### src/rtl/ds_fifo.sv
// ds_fifo: direct-sound sample FIFO; assembles halfword/word writes into 32-bit words, first-word fall-through head
// Ports: clock/reset (sync, active-high); wr_en/wr_strb/wr_data register writes (strb bit0 = low half, bit1 = high half);
//        FIFO_re pop, FIFO_clr flush; FIFO_val head word (0 when empty), FIFO_size fill level;
//        overflow/underflow one-cycle pulses for a dropped push / pop while empty.
module ds_fifo #(
  parameter int DEPTH  = 8,
  parameter int SIZE_W = 4
) (
  input  logic              clock,
  input  logic              reset,
  input  logic              wr_en,
  input  logic [1:0]        wr_strb,
  input  logic [31:0]       wr_data,
  input  logic              FIFO_re,
  input  logic              FIFO_clr,
  output logic [31:0]       FIFO_val,
  output logic [SIZE_W-1:0] FIFO_size,
  output logic              overflow,
  output logic              underflow
);
  localparam int AW = $clog2(DEPTH);
  logic [31:0]       mem [DEPTH];
  logic [AW-1:0]     rd_ptr_q, wr_ptr_q;
  logic [SIZE_W-1:0] count_q, count_d;
  logic [15:0]       stage_q, stage_d;
  logic              ovf_q, unf_q, push_req, pop_ok, push_ok, full;
  logic [31:0]       push_word;
  always_comb begin
    push_req  = wr_en & wr_strb[1];
    push_word = wr_strb[0] ? wr_data : {wr_data[31:16], stage_q};
    full      = count_q == SIZE_W'(DEPTH);
    pop_ok    = FIFO_re && count_q != '0;
    // a full FIFO still takes a push when the head is leaving in the same cycle
    push_ok   = push_req && (!full || pop_ok);
    count_d   = count_q + SIZE_W'(push_ok) - SIZE_W'(pop_ok);
    stage_d   = (wr_en && wr_strb == 2'b01) ? wr_data[15:0] : push_req ? 16'h0 : stage_q;
  end
  always_ff @(posedge clock) begin
    if (reset || FIFO_clr) begin
      rd_ptr_q <= '0;
      wr_ptr_q <= '0;
      count_q  <= '0;
      stage_q  <= '0;
      ovf_q    <= 1'b0;
      unf_q    <= 1'b0;
    end else begin
      rd_ptr_q <= rd_ptr_q + AW'(pop_ok);
      wr_ptr_q <= wr_ptr_q + AW'(push_ok);
      count_q  <= count_d;
      stage_q  <= stage_d;
      ovf_q    <= push_req && !push_ok;
      unf_q    <= FIFO_re && count_q == '0;
    end
  end
  always_ff @(posedge clock)
    if (!reset && !FIFO_clr && push_ok) mem[wr_ptr_q] <= push_word;
  assign FIFO_val  = count_q == '0 ? 32'h0 : mem[rd_ptr_q];
  assign FIFO_size = count_q;
  assign overflow  = ovf_q;
  assign underflow = unf_q;
endmodule
### config.mk
export PLATFORM = sky130hd
export DESIGN_NAME = ds_fifo
export DESIGN_NICKNAME = d
export VERILOG_FILES = /design/src/rtl/ds_fifo.sv
export SDC_FILE = /design/constraint.sdc
export NUM_CORES = 1
export LEC_CHECK = 0
export BUFFER_PORTS_ARGS = -buffer_cell sky130_fd_sc_hd__buf_4
export CORE_ASPECT_RATIO = 1.4
export CORE_MARGIN = 2
export CORE_UTILIZATION = 30
export DETAILED_ROUTE_END_ITERATION = 8
export GPL_ROUTABILITY_DRIVEN = 0
export PLACE_DENSITY = 0.49
export SLEW_MARGIN = 40
export SYNTH_ARGS = -nofsm -noshare
export SYNTH_HDL_FRONTEND = slang
export SYNTH_SLANG_ARGS = --single-unit
### constraint.sdc
create_clock -name clock -period 4.3 [get_ports clock]
set_input_delay 0.645 -clock clock [delete_from_list [all_inputs] [get_ports clock]]
set_output_delay 0.645 -clock clock [all_outputs]
set_load 0.02 [all_outputs]
==> results by group, run 1 <==
Timing
  • Slew headroom: 47.6%
  • Final Cycle Share: 79.0%
  • Setup TNS: 0 ns
  • Final critical-path required period: between 3 and 4 ns
  • Max-slew violations: 0
  • Final worst slack: roughly 0.9 ns
  • Pin slew with the least headroom to its limit: roughly 0.79 ns
  • Clock skew: between 0.01 and 0.015 ns
  • RSZ-0062 raised after global routing: no
  • Final Hold Viols: 0
  • # setup viols final: 0
  • Fmax: between 0.2 and 0.3 GHz

Placement
  • Pre-CTS setup slack: around 1.2 ns
  • I/O Buffers: 76
  • Hpwl dp: 14800 µm
  • Placed insts: ~1100

Synthesis
  • Synth area leaders: edfxtp_1 (69%), mux4_2 (7.3%), mux4_1 (6.6%)
  • Top_reg_cell synth: edfxtp_1
  • Yosys warns: 0
  • Synth Cell Area: about 0.011 mm²
  • Cells after Synth: a little over 500
  • Synthesized net count: 566
  • Netlist cell types: 36
  • #FFs+latches synth: about 280
  • Synth area leader: edfxtp_1
  • Register area share after synthesis: approximately three quarters
  • Post-synth EDFFs: ~260
  • Avg Cell Area, Syn: ~21 µm²
  • Post-synthesis async set-or-reset flop share: 0%
  • Area share of the largest cell type after synthesis: between 60% and 70%

Run
  • Max Cap Viol: 0

Cells and area
  • Fillers: about 3400
  • Nets@finish: 662
  • Multi-input logic area: between 0.002 and 0.003 mm²
  • Share of cells above drive strength 1: between 30 and 40%
  • Commonest non-fill, non-tap cell in the layout: edfxtp_1
  • FF/Latch Area: approximately 0.0083 mm²
  • Final cell count without fillers: 1100
  • Layout area overhead: 19.3%
  • Most frequent cells in the layout: edfxtp_1 (256), buf_4 (89), mux4_2 (36)
  • ANT cells: 0

Route
  • ANT nets after route: 0
  • Drt total wl: about 24000 µm
  • Vias per cell: between 4 and 5
  • Wire per inst: about 22 µm
  • Drt first pass iters: 4
  • DRC viols: 0
  • DR iter-0 viols: 361
  • DR vias: approximately 5300

Global routing
  • Number of global-route vias before repair: around 5900
  • Largest net degree at the start of global routing: 37
  • Overflow after GRT: 0
  • Overall Global Routing Usage: approximately an eighth
  • Initial antenna violation count: 0
  • First-pass GRT wire length: around 36000 µm

Run status
  • Status: completed

Clocking
  • Post-cts repair resize count: 0
  • Cts hold-fix bufs: 0
  • Sink Count: about 280
  • CTS clk-pin slew, worst paths: about 0.070 ns
  • Bufs on Longest Clock Path: 3
  • Root buffer cell: clkbuf_16
  • CTS tree: built
  • Post-CTS setup buffers: 0
  • Worst skew pair latency: ~0.54 ns
  • CTS Buf Count: 27
  • Htree depth: 1

Setup path
  • WS Path Type: flip-flop to output pin
  • Crit path capture type: output pin
  • Crit path DAT: approximately 2.8 ns
  • CP Launch Type: flip-flop
  • Critical path fanouts, max: 36
  • Worst Path Required: around 3.7 ns

Pwr
  • Leak Pwr: roughly 0.0043 µW
  • Power Density: around 450 mW/mm²
  • Worst VDD drop: 0.226 mV

Floorplan
  • Width of the die: about 170 µm
  • Die height: ~230 µm
  • Die outline area: 0.0385 mm²
  • Io pins: 77
  • Initial Util: 30.3%
  • Cell Rows: 83
  • Core Region: about 0.037 mm²

Hold path
  • Hold Crit Class: input pin to flip-flop
-- power breakdown --
| group | switching (µW) | internal, µW | leakage (µW) |
|---|---|---|---|
| sequential | 21.7 | 3020 | 0.00255 |
| clock | 1010 | 1370 | 0.000432 |
| combinational | 295 | 250 | 0.00134 |
| total | 1330 | 4640 | 0.00432 |
-- Yosys cell counts (all sizes together), types with 2 or more instances --
cell type and instances:
edfxtp 256, mux4 64, a22o 32, dfxtp 28, nor2 27, buf 18, mux2 17, a22oi 16
clkbuf 10, ha 9, and2 7, inv 4, nand2 4, nor2b 3, xnor2 3, nand2b 2
nor3 2, o2111ai 2
-- state kept, by name, summed over array words and instances (netlist names) --
signal / flops
FIFO_size: 4
mem: 256
underflow: 1
stage_q: 16
wr_ptr_q: 3
rd_ptr_q: 3
overflow: 1
-- cell type report --
cell class / count / share of cell area [%]
clock buffer: 34 / 5.47
multi-input combinational: 201 / 20.3
timing repair buffer: 95 / 6.01
inverter: 4 / 0.114
clock inverter: 15 / 1.20
tap: 467 / 4.42
sequential: 284 / 62.5
-- per-stage QoR --
step	cell area, µm²	total power [µW]	utilization [%]	hold WS, ns
after floorplan	11100	3410	-	0.461
after global placement	12200	3620	33.5	0.474
after detailed placement	12300	3660	33.7	0.486
after CTS	13200	6060	36.1	0.315
after global routing	13200	6180	36.1	0.331
final	13200	5970	36.1	0.342
-- per-layer routing --
metal	track usage, %	wire [µm]	vias to the layer above
li1	-	-	2369
met1	15.4	9930	2802
met2	22.6	12600	106
met3	1.57	750	33
met4	4.18	551	0
met5	0	0	-
-- cells by family after synthesis --
family / count (synthesis) / share of synthesized area (%)
flops: 284 / 74.5
mux: 82 / 15.8
compound gates: 54 / 4.00
simple gates: 52 / 2.27
buf+inv: 32 / 1.99
fa+ha+maj: 10 / 1.20
xor+xnor: 3 / 0.237
-- path summary, 6_finish.rpt --
check,start,end,slack [ns],depth (start not counted)
max,rd_ptr_q[0]$_SDFF_PP0_,FIFO_val[15],0.90,4
min,wr_data[19],mem[0][19]$_DFFE_PP_,0.34,1
max reg2reg,FIFO_size[2]$_SDFF_PP0_,mem[1][31]$_DFFE_PP_,1.66,6
min reg2reg,stage_q[10]$_SDFFE_PP0P_,stage_q[10]$_SDFFE_PP0P_,0.50,2
-- critical path, stage by stage (launching register included) --
cell and delay (ns):
dfxtp_4 0.83, buf_4 0.37, mux4_2 0.53, a22o_1 0.27
buf_4 0.16
Note: power is estimated with default switching activity, not from simulation.
==> run 2, diff against run 1 <==
--- a/config.mk
+++ b/config.mk
@@ -5,6 +5,7 @@
 export SDC_FILE = /design/constraint.sdc
 export NUM_CORES = 1
 export LEC_CHECK = 0
+export ABC_AREA = 1
 export BUFFER_PORTS_ARGS = -buffer_cell sky130_fd_sc_hd__buf_4
 export CORE_ASPECT_RATIO = 1.4
 export CORE_MARGIN = 2
==> constraint.sdc (replaced) <==
create_clock -name clock -period 3.4 [get_ports clock]
set_input_delay 0.51 -clock clock [delete_from_list [all_inputs] [get_ports clock]]
set_output_delay 0.51 -clock clock [all_outputs]
set_load 0.02 [all_outputs]
==> run 2 against run 1 <==
  * Combinational power up 39%
  * Die area up 13%
  * Register-to-register slack worse by 0.60 ns
  * First-iteration DRC count up 15%
  * Global-route usage up 0.67 points
  * Sequential power up 26%
  * Design area up 11%
  * Clock skew up 0.00084 ns
  * Sequential cell count unchanged
  * Sequential share of layout area down 6.2 points
  * Clock power up 23%
  * Utilization down 0.60 points
==> results by group, run 2 <==
Synthesis
  • Cells after Synth: 1287 (was 517)
  • Synth area leader: edfxtp_1 (unchanged)
  • Top cells by count, synth: nand2_1 (364), inv_1 (271), edfxtp_1 (256) (was edfxtp_1 (256), mux4_2 (36), a22o_1 (32))
  • Synthesized net count: 1336 (was 566)
  • Synth Cell Area: 0.0126 mm² (was 0.0111 mm²)
  • Netlist cell types: 22 (was 36)
  • Top_reg_cell synth: edfxtp_1 (unchanged)
  • #FFs+latches synth: 284 (unchanged)
  • Area share of the largest cell type after synthesis: 61.1% (was 69.4%)
  • Avg Cell Area, Syn: 9.78 µm² (was 21.4 µm²)
  • Most frequent cell after synthesis: nand2_1 (was edfxtp_1)
  • Yosys warns: 0 (unchanged)
  • Post-synthesis async set-or-reset flop share: 0% (unchanged)
  • Post-synth EDFFs: 256 (unchanged)
  • Synth area leaders: edfxtp_1 (61%), nand2_1 (11%), inv_1 (8.1%) (was edfxtp_1 (69%), mux4_2 (7.3%), mux4_1 (6.6%))
  • Register area share after synthesis: 65.5% (was 74.5%)

Floorplan
  • Initial Util: 30.5% (was 30.3%)
  • Core Region: 0.0413 mm² (was 0.0366 mm²)
  • Width of the die: 177 µm (was 166 µm)
  • Cell Rows: 88 (was 83)
  • Io pins: 77 (unchanged)
  • Die height: 246 µm (was 231 µm)
  • Die outline area: 0.0436 mm² (was 0.0385 mm²)

Hold path
  • Hold Path End: mem[2][27]$_DFFE_PP_ (was mem[0][19]$_DFFE_PP_)
  • WHS Path Cells: 1 (unchanged)
  • Hold Crit Class: input pin to flip-flop (unchanged)
  • HP Start: wr_data[27] (was wr_data[19])

Route
  • ANT nets after route: 0 (unchanged)
  • DR vias: 8164 (was 5310)
  • Drt total wl: 28300 µm (was 23800 µm)
  • DRC viols: 0 (unchanged)
  • Wire per inst: 14.8 µm (was 21.7 µm)
  • Drt first pass iters: 5 (was 4)
  • Vias per cell: 4.27 (was 4.83)
  • DR iter-0 viols: 415 (was 361)

Clocking
  • CTS Buf Count: 28 (was 27)
  • CTS clk-pin slew, worst paths: 0.06 ns (was 0.07 ns)
  • Sink Count: 284 (unchanged)
  • Htree depth: 1 (unchanged)
  • Root buffer cell: clkbuf_16 (unchanged)
  • Bufs on Longest Clock Path: 3 (unchanged)
  • Post-CTS setup buffers: 0 (unchanged)
  • CTS tree: built (unchanged)
  • Worst skew pair latency: 0.55 ns (was 0.54 ns)
  • Post-cts repair resize count: 0 (unchanged)
  • Cts hold-fix bufs: 0 (unchanged)

Global routing
  • Initial antenna violation count: 0 (unchanged)
  • Overflow after GRT: 0 (unchanged)
  • First-pass GRT wire length: 44500 µm (was 36400 µm)
  • Number of global-route vias before repair: 7901 (was 5864)
  • Overall Global Routing Usage: 13.2% (was 12.5%)
  • Largest net degree at the start of global routing: 69 (was 37)

Cells and area
  • Commonest non-fill, non-tap cell in the layout: nand2_1 (was edfxtp_1)
  • Nets@finish: 1403 (was 662)
  • Final core utilization: 35.5% (was 36.1%)
  • Share of cells above drive strength 1: 12.0% (was 32.5%)
  • Max FFs per register: 256 (unchanged)
  • Fillers: 4124 (was 3407)
  • Design area: 0.0147 mm² (was 0.0132 mm²)
  • ANT cells: 0 (unchanged)
  • Largest Register: mem (unchanged)
  • Most frequent cells in the layout: nand2_1 (364), inv_1 (271), edfxtp_1 (256) (was edfxtp_1 (256), buf_4 (89), mux4_2 (36))
  • Layout area overhead: 16.6% (was 19.3%)

Pwr
  • Clock share of power: 39.1% (was 39.9%)
  • Sw frac: 23.5% (was 22.3%)
  • Leak Pwr: 0.00627 µW (was 0.00432 µW)
  • Logic pwr share: 10.1% (was 9.1%)
  • Worst VDD drop: 0.300 mV (was 0.226 mV)
  • Power Density: 514 mW/mm² (was 452 mW/mm²)
  • P_sw: 1770 µW (was 1330 µW)
  • Sequential share of power: 50.8% (was 50.9%)
  • Internal power: 5770 µW (was 4640 µW)

Timing
  • # setup viols final: 0 (unchanged)
  • RSZ-0062 raised after global routing: no (unchanged)
  • Setup TNS: 0 ns (unchanged)
  • Fmax: approximately 0.34 GHz
  • Final Hold Viols: 0 (unchanged)
  • Clock skew: 0.0134 ns (was 0.0125 ns)
  • Max-slew violations: 0 (unchanged)
  • Pin slew with the least headroom to its limit: 0.759 ns (was 0.786 ns)
  • Final Cycle Share: a little under nine tenths
  • Final critical-path required period: around 2.9 ns
  • Slew headroom: 49.4% (was 47.6%)

Setup path
  • CP Launch Type: flip-flop (unchanged)
  • R2R Setup Slk: 1.06 ns (was 1.66 ns)
  • FF-to-FF Start: FIFO_size[2]$_SDFF_PP0_ (unchanged)
  • Critical path fanouts, max: 24 (was 36)
  • Reg2reg path depth: 6 (unchanged)
  • Crit path DAT: 2.39 ns (was 2.75 ns)
  • WS Path Type: flip-flop to output pin (unchanged)
  • Cell family with most CP delay: flip-flops (unchanged)
  • Critical path's slowest cell: dfxtp_2 (was dfxtp_4)
  • RR Endpoint: mem[2][6]$_DFFE_PP_ (was mem[1][31]$_DFFE_PP_)
  • Worst Path Required: 2.89 ns (was 3.65 ns)
  • WP buf/inv: 2 (unchanged)
  • Critical path, cell by cell: buf_4 > nand3_1 > nand3_1 > nand2_1 > nor2_1 > buf_4 (was buf_4 > mux4_2 > a22o_1 > buf_4)
  • Worst stage delay on the critical path: 0.69 ns (was 0.83 ns)
  • Crit path capture type: output pin (unchanged)

Run status
  • Status: completed (unchanged)

Run
  • Max Cap Viol: 0 (unchanged)

Placement
  • I/O Buffers: 76 (unchanged)
  • DP Area: 0.0138 mm² (was 0.0123 mm²)
  • Hpwl dp: 16700 µm (was 14800 µm)
run 2: power groups by stage:
stage                     clock, µW  sequential (µW)  combinational (µW)
after global placement            0             3910                 772
after global routing           3180             3830                 857
after detailed placement          0             3910                 777
final                          2950             3830                 760
after floorplan                   0             3910                 449
after CTS                      3050             3830                 780
run 2: worst max path at each step:
stage,start,end,cells after the start
final,rd_ptr_q[1]$_SDFF_PP0_,FIFO_val[3],6
after CTS,rd_ptr_q[1]$_SDFF_PP0_,FIFO_val[3],6
after global routing,rd_ptr_q[1]$_SDFF_PP0_,FIFO_val[3],6
after detailed placement,FIFO_clr,mem[2][6]$_DFFE_PP_,7
after floorplan,FIFO_size[2]$_SDFF_PP0_,mem[0][0]$_DFFE_PP_,5
after global placement,FIFO_clr,mem[2][8]$_DFFE_PP_,7
run 2: area by class of cell:
type / instances / area [µm²] / area share, %
Tap cell: 540 / 676 / 4.61
Clock inverter: 10 / 72.6 / 0.495
Clock buffer: 40 / 797 / 5.43
Timing Repair Buffer: 95 / 776 / 5.29
Inverter: 274 / 1030 / 7.02
Sequential cell: 284 / 8250 / 56.3
Multi-Input combinational cell: 671 / 3070 / 20.9
run 2: metrics by stage:
| step | instances | power, µW | hold WS, ns | worst slack, ns |
|---|---|---|---|---|
| after floorplan | 1287 | 4360 | 0.436 | 0.432 |
| after global placement | 1864 | 4680 | 0.446 | 0.836 |
| after detailed placement | 1864 | 4680 | 0.453 | 0.798 |
| after CTS | 1914 | 7660 | 0.177 | 0.436 |
| after global routing | 1914 | 7870 | 0.188 | 0.337 |
| final | 1914 | 7540 | 0.210 | 0.500 |
run 2: per-layer routing:
layer | track usage (%) | wire, µm | vias up
met5 | 0 | 0 | -
met3 | 1.68 | 919 | 30
met1 | 16.6 | 12700 | 3837
met4 | 3.91 | 523 | 0
met2 | 23.3 | 14200 | 126
li1 | - | - | 4171
run 2: cell families (layout without fill, tap and decap cells):
kind of cell / Yosys count / in the layout / synth area share (%)
buffers and inverters: 332 / 419 / 10.6
muxes: 16 / 16 / 1.43
DFF: 284 / 284 / 65.5
xor gates and xnor gates: 3 / 3 / 0.209
AOI/OAI and AO/OA: 20 / 20 / 0.825
and+or+nand+nor: 622 / 622 / 20.4
adders and majority gates: 10 / 10 / 1.05
==> run 3, diff against run 2 <==
--- a/config.mk
+++ b/config.mk
@@ -13,6 +13,7 @@
 export DETAILED_ROUTE_END_ITERATION = 8
 export GPL_ROUTABILITY_DRIVEN = 0
 export PLACE_DENSITY = 0.49
+export SETUP_SLACK_MARGIN = 0.5
 export SLEW_MARGIN = 40
 export SYNTH_ARGS = -nofsm -noshare
 export SYNTH_HDL_FRONTEND = slang
==> run 3 against run 2 <==
  * Critical path depth did not move
  * Critical endpoint unchanged
  * Cell count unchanged
  * Non-clock buffer count stayed put
  * Critical path type unchanged
  * Largest cell class unchanged
==> results by group, run 3 (synthesis gave the netlist of run 2 again) <==
Setup path
  • FF-to-FF Start: FIFO_size[2]$_SDFF_PP0_ (unchanged)
  • WS Path Type: flip-flop to output pin (unchanged)
  • CP endpoint: FIFO_val[3] (unchanged)
  • Crit path DAT: 2.20 ns (was 2.39 ns)
  • CP Launch Type: flip-flop (unchanged)
  • CP startpoint: rd_ptr_q[1]$_SDFF_PP0_ (unchanged)
  • Critical path fanouts, max: 24 (unchanged)
  • Worst Path Required: 2.89 ns (about the same)
  • Critical path, cell by cell: buf_4 > nand3_1 > nand3_1 > nand2_1 > nor2_1 > buf_4 (unchanged)
  • Reg2reg path depth: 6 (unchanged)
  • RR Endpoint: mem[2][6]$_DFFE_PP_ (unchanged)
  • Worst stage delay on the critical path: 0.55 ns (was 0.69 ns)
  • Critical path's slowest cell: dfxtp_4 (was dfxtp_2)
  • Crit path capture type: output pin (unchanged)
  • R2R Setup Slk: 1.06 ns (about the same)

Clocking
  • Sink Count: 284 (unchanged)
  • Htree depth: 1 (unchanged)
  • CTS tree: built (unchanged)
  • Root buffer cell: clkbuf_16 (unchanged)
  • Bufs on Longest Clock Path: 3 (unchanged)
  • Worst skew pair latency: 0.55 ns (about the same)
  • CTS clk-pin slew, worst paths: 0.06 ns (about the same)
  • Post-CTS setup buffers: 0 (unchanged)
  • Cts hold-fix bufs: 0 (unchanged)
  • CTS Buf Count: 28 (unchanged)

Global routing
  • Overall Global Routing Usage: 13.2% (unchanged)
  • First-pass GRT wire length: 44500 µm (unchanged)
  • Number of global-route vias before repair: 7901 (unchanged)
  • Overflow after GRT: 0 (unchanged)
  • Largest net degree at the start of global routing: 69 (unchanged)
  • Initial antenna violation count: 0 (unchanged)

Placement
  • Hpwl dp: 16700 µm (unchanged)
  • DP Area: 0.0138 mm² (unchanged)
  • I/O Buffers: 76 (unchanged)

Timing
  • Fmax: 0.370 GHz (was 0.345 GHz)
  • RSZ-0062 raised after global routing: no (unchanged)
  • Slew headroom: 51.3% (was 49.4%)
  • # setup viols final: 0 (unchanged)
  • Final Cycle Share: 79.6% (was 85.3%)
  • Final critical-path required period: 2.71 ns (was 2.90 ns)
  • Max-slew violations: 0 (unchanged)
  • Clock skew: 0.0128 ns (was 0.0134 ns)
  • Setup TNS: 0 ns (unchanged)
  • Final Hold Viols: 0 (unchanged)
  • Pin slew with the least headroom to its limit: 0.731 ns (was 0.759 ns)

Run status
  • Status: completed (unchanged)

Route
  • ANT nets after route: 0 (unchanged)
  • Wire per inst: 14.8 µm (about the same)
  • Drt first pass iters: 4 (was 5)
  • DRC viols: 0 (unchanged)
  • DR iter-0 viols: 401 (was 415)
  • Vias per cell: 4.26 (was 4.27)
  • Drt total wl: 28400 µm (was 28300 µm)
  • DR vias: 8156 (was 8164)

Floorplan
  • Width of the die: 177 µm (unchanged)
  • Die outline area: 0.0436 mm² (unchanged)
  • Initial Util: 30.5% (unchanged)
  • Cell Rows: 88 (unchanged)
  • Die height: 246 µm (unchanged)
  • Core Region: 0.0413 mm² (unchanged)
  • Io pins: 77 (unchanged)

Cells and area
  • Largest Register: mem (unchanged)
  • Nets@finish: 1403 (unchanged)
  • Share of cells above drive strength 1: 12.0% (unchanged)
  • Layout area overhead: 16.7% (was 16.6%)
  • Max FFs per register: 256 (unchanged)
  • Commonest non-fill, non-tap cell in the layout: nand2_1 (unchanged)
  • ANT cells: 0 (unchanged)
  • Most frequent cells in the layout: nand2_1 (364), inv_1 (271), edfxtp_1 (256) (unchanged)
  • Design area: 0.0147 mm² (about the same)

Pwr
  • Worst VDD drop: 0.300 mV (about the same)
  • Leak Pwr: 0.00628 µW (was 0.00627 µW)
  • Overall power: 7540 µW (about the same)
  • Clock share of power: 39.1% (about the same)
  • Sw frac: 23.4% (was 23.5%)
  • Power Density: 513 mW/mm² (was 514 mW/mm²)
  • Logic pwr share: 10.1% (about the same)
  • P_sw: 1770 µW (about the same)
  • Sequential share of power: 50.8% (about the same)
  • Internal power: 5780 µW (was 5770 µW)

Run
  • Max Cap Viol: 0 (unchanged)

Hold path
  • Hold Crit Class: input pin to flip-flop (unchanged)
[run 3: changes by cell type in the layout (fill, tap and decap cells not counted), sizes merged]
cell | previous run | this run
inv | 274 | 275
clkinv | 9 | 8
[run 3: power by group through the flow]
| stage | Sequential (µW) | Combinational (µW) | Clock [µW] |
|---|---|---|---|
| floorplan | 3910 | 449 | 0 |
| global placement | 3910 | 772 | 0 |
| detailed placement | 3910 | 777 | 0 |
| CTS | 3830 | 780 | 3050 |
| global route | 3830 | 861 | 3180 |
| finish | 3830 | 764 | 2950 |
[run 3: worst min-delay path by stage]
stage	startpoint	endpoint	slack, ns	cells past startpoint
after global placement	stage_q[3]$_SDFFE_PP0P_	stage_q[3]$_SDFFE_PP0P_	0.45	2
after global routing	wr_data[18]	mem[2][18]$_DFFE_PP_	0.19	1
final	wr_data[18]	mem[2][18]$_DFFE_PP_	0.21	1
after floorplan	stage_q[0]$_SDFFE_PP0P_	stage_q[0]$_SDFFE_PP0P_	0.44	2
after detailed placement	stage_q[14]$_SDFFE_PP0P_	stage_q[14]$_SDFFE_PP0P_	0.45	2
after CTS	wr_data[27]	mem[2][27]$_DFFE_PP_	0.18	1
[run 3: critical path: cells and delay by family, from the launching register on]
family        cells  cell delay [ns]
flops             1             0.55
buf+inv           2             0.57
simple gates      4             0.52
[run 3: final cells by class]
cell class	count	area, µm²
fillers	4119	26600
flip-flops and latches	284	8260
multi-input cells	671	3070
inverters	274	1030
clock buffers	40	797
repair buffers	95	791
well taps	540	676
clock inverters	10	72.6
[run 3: repair_timing]
| item | in CTS | in global routing |
|---|---|---|
| setup endpoints to repair | 1 | 16 |
| resized for setup | 1 | 5 |
| endpoints found under the hold margin | 0 | 0 |
[run 3: stage by stage]
stage	utilization, %	std cells	worst slack, ns	hold slack, ns
after CTS	35.5	1914	0.514	0.177
after floorplan	-	1287	0.432	0.436
after global placement	33.4	1864	0.836	0.446
after global routing	35.6	1914	0.525	0.188
after detailed placement	33.4	1864	0.798	0.453
final	35.6	1914	0.695	0.209
[run 3: metal layers]
layer  vias up  wire length, µm  global-route usage [%]
met4         0              522                    3.91
met3        29              957                    1.68
met1      3824            12600                    16.6
li1       4172                -                       -
met5         -                0                       0
met2       131            14300                    23.3
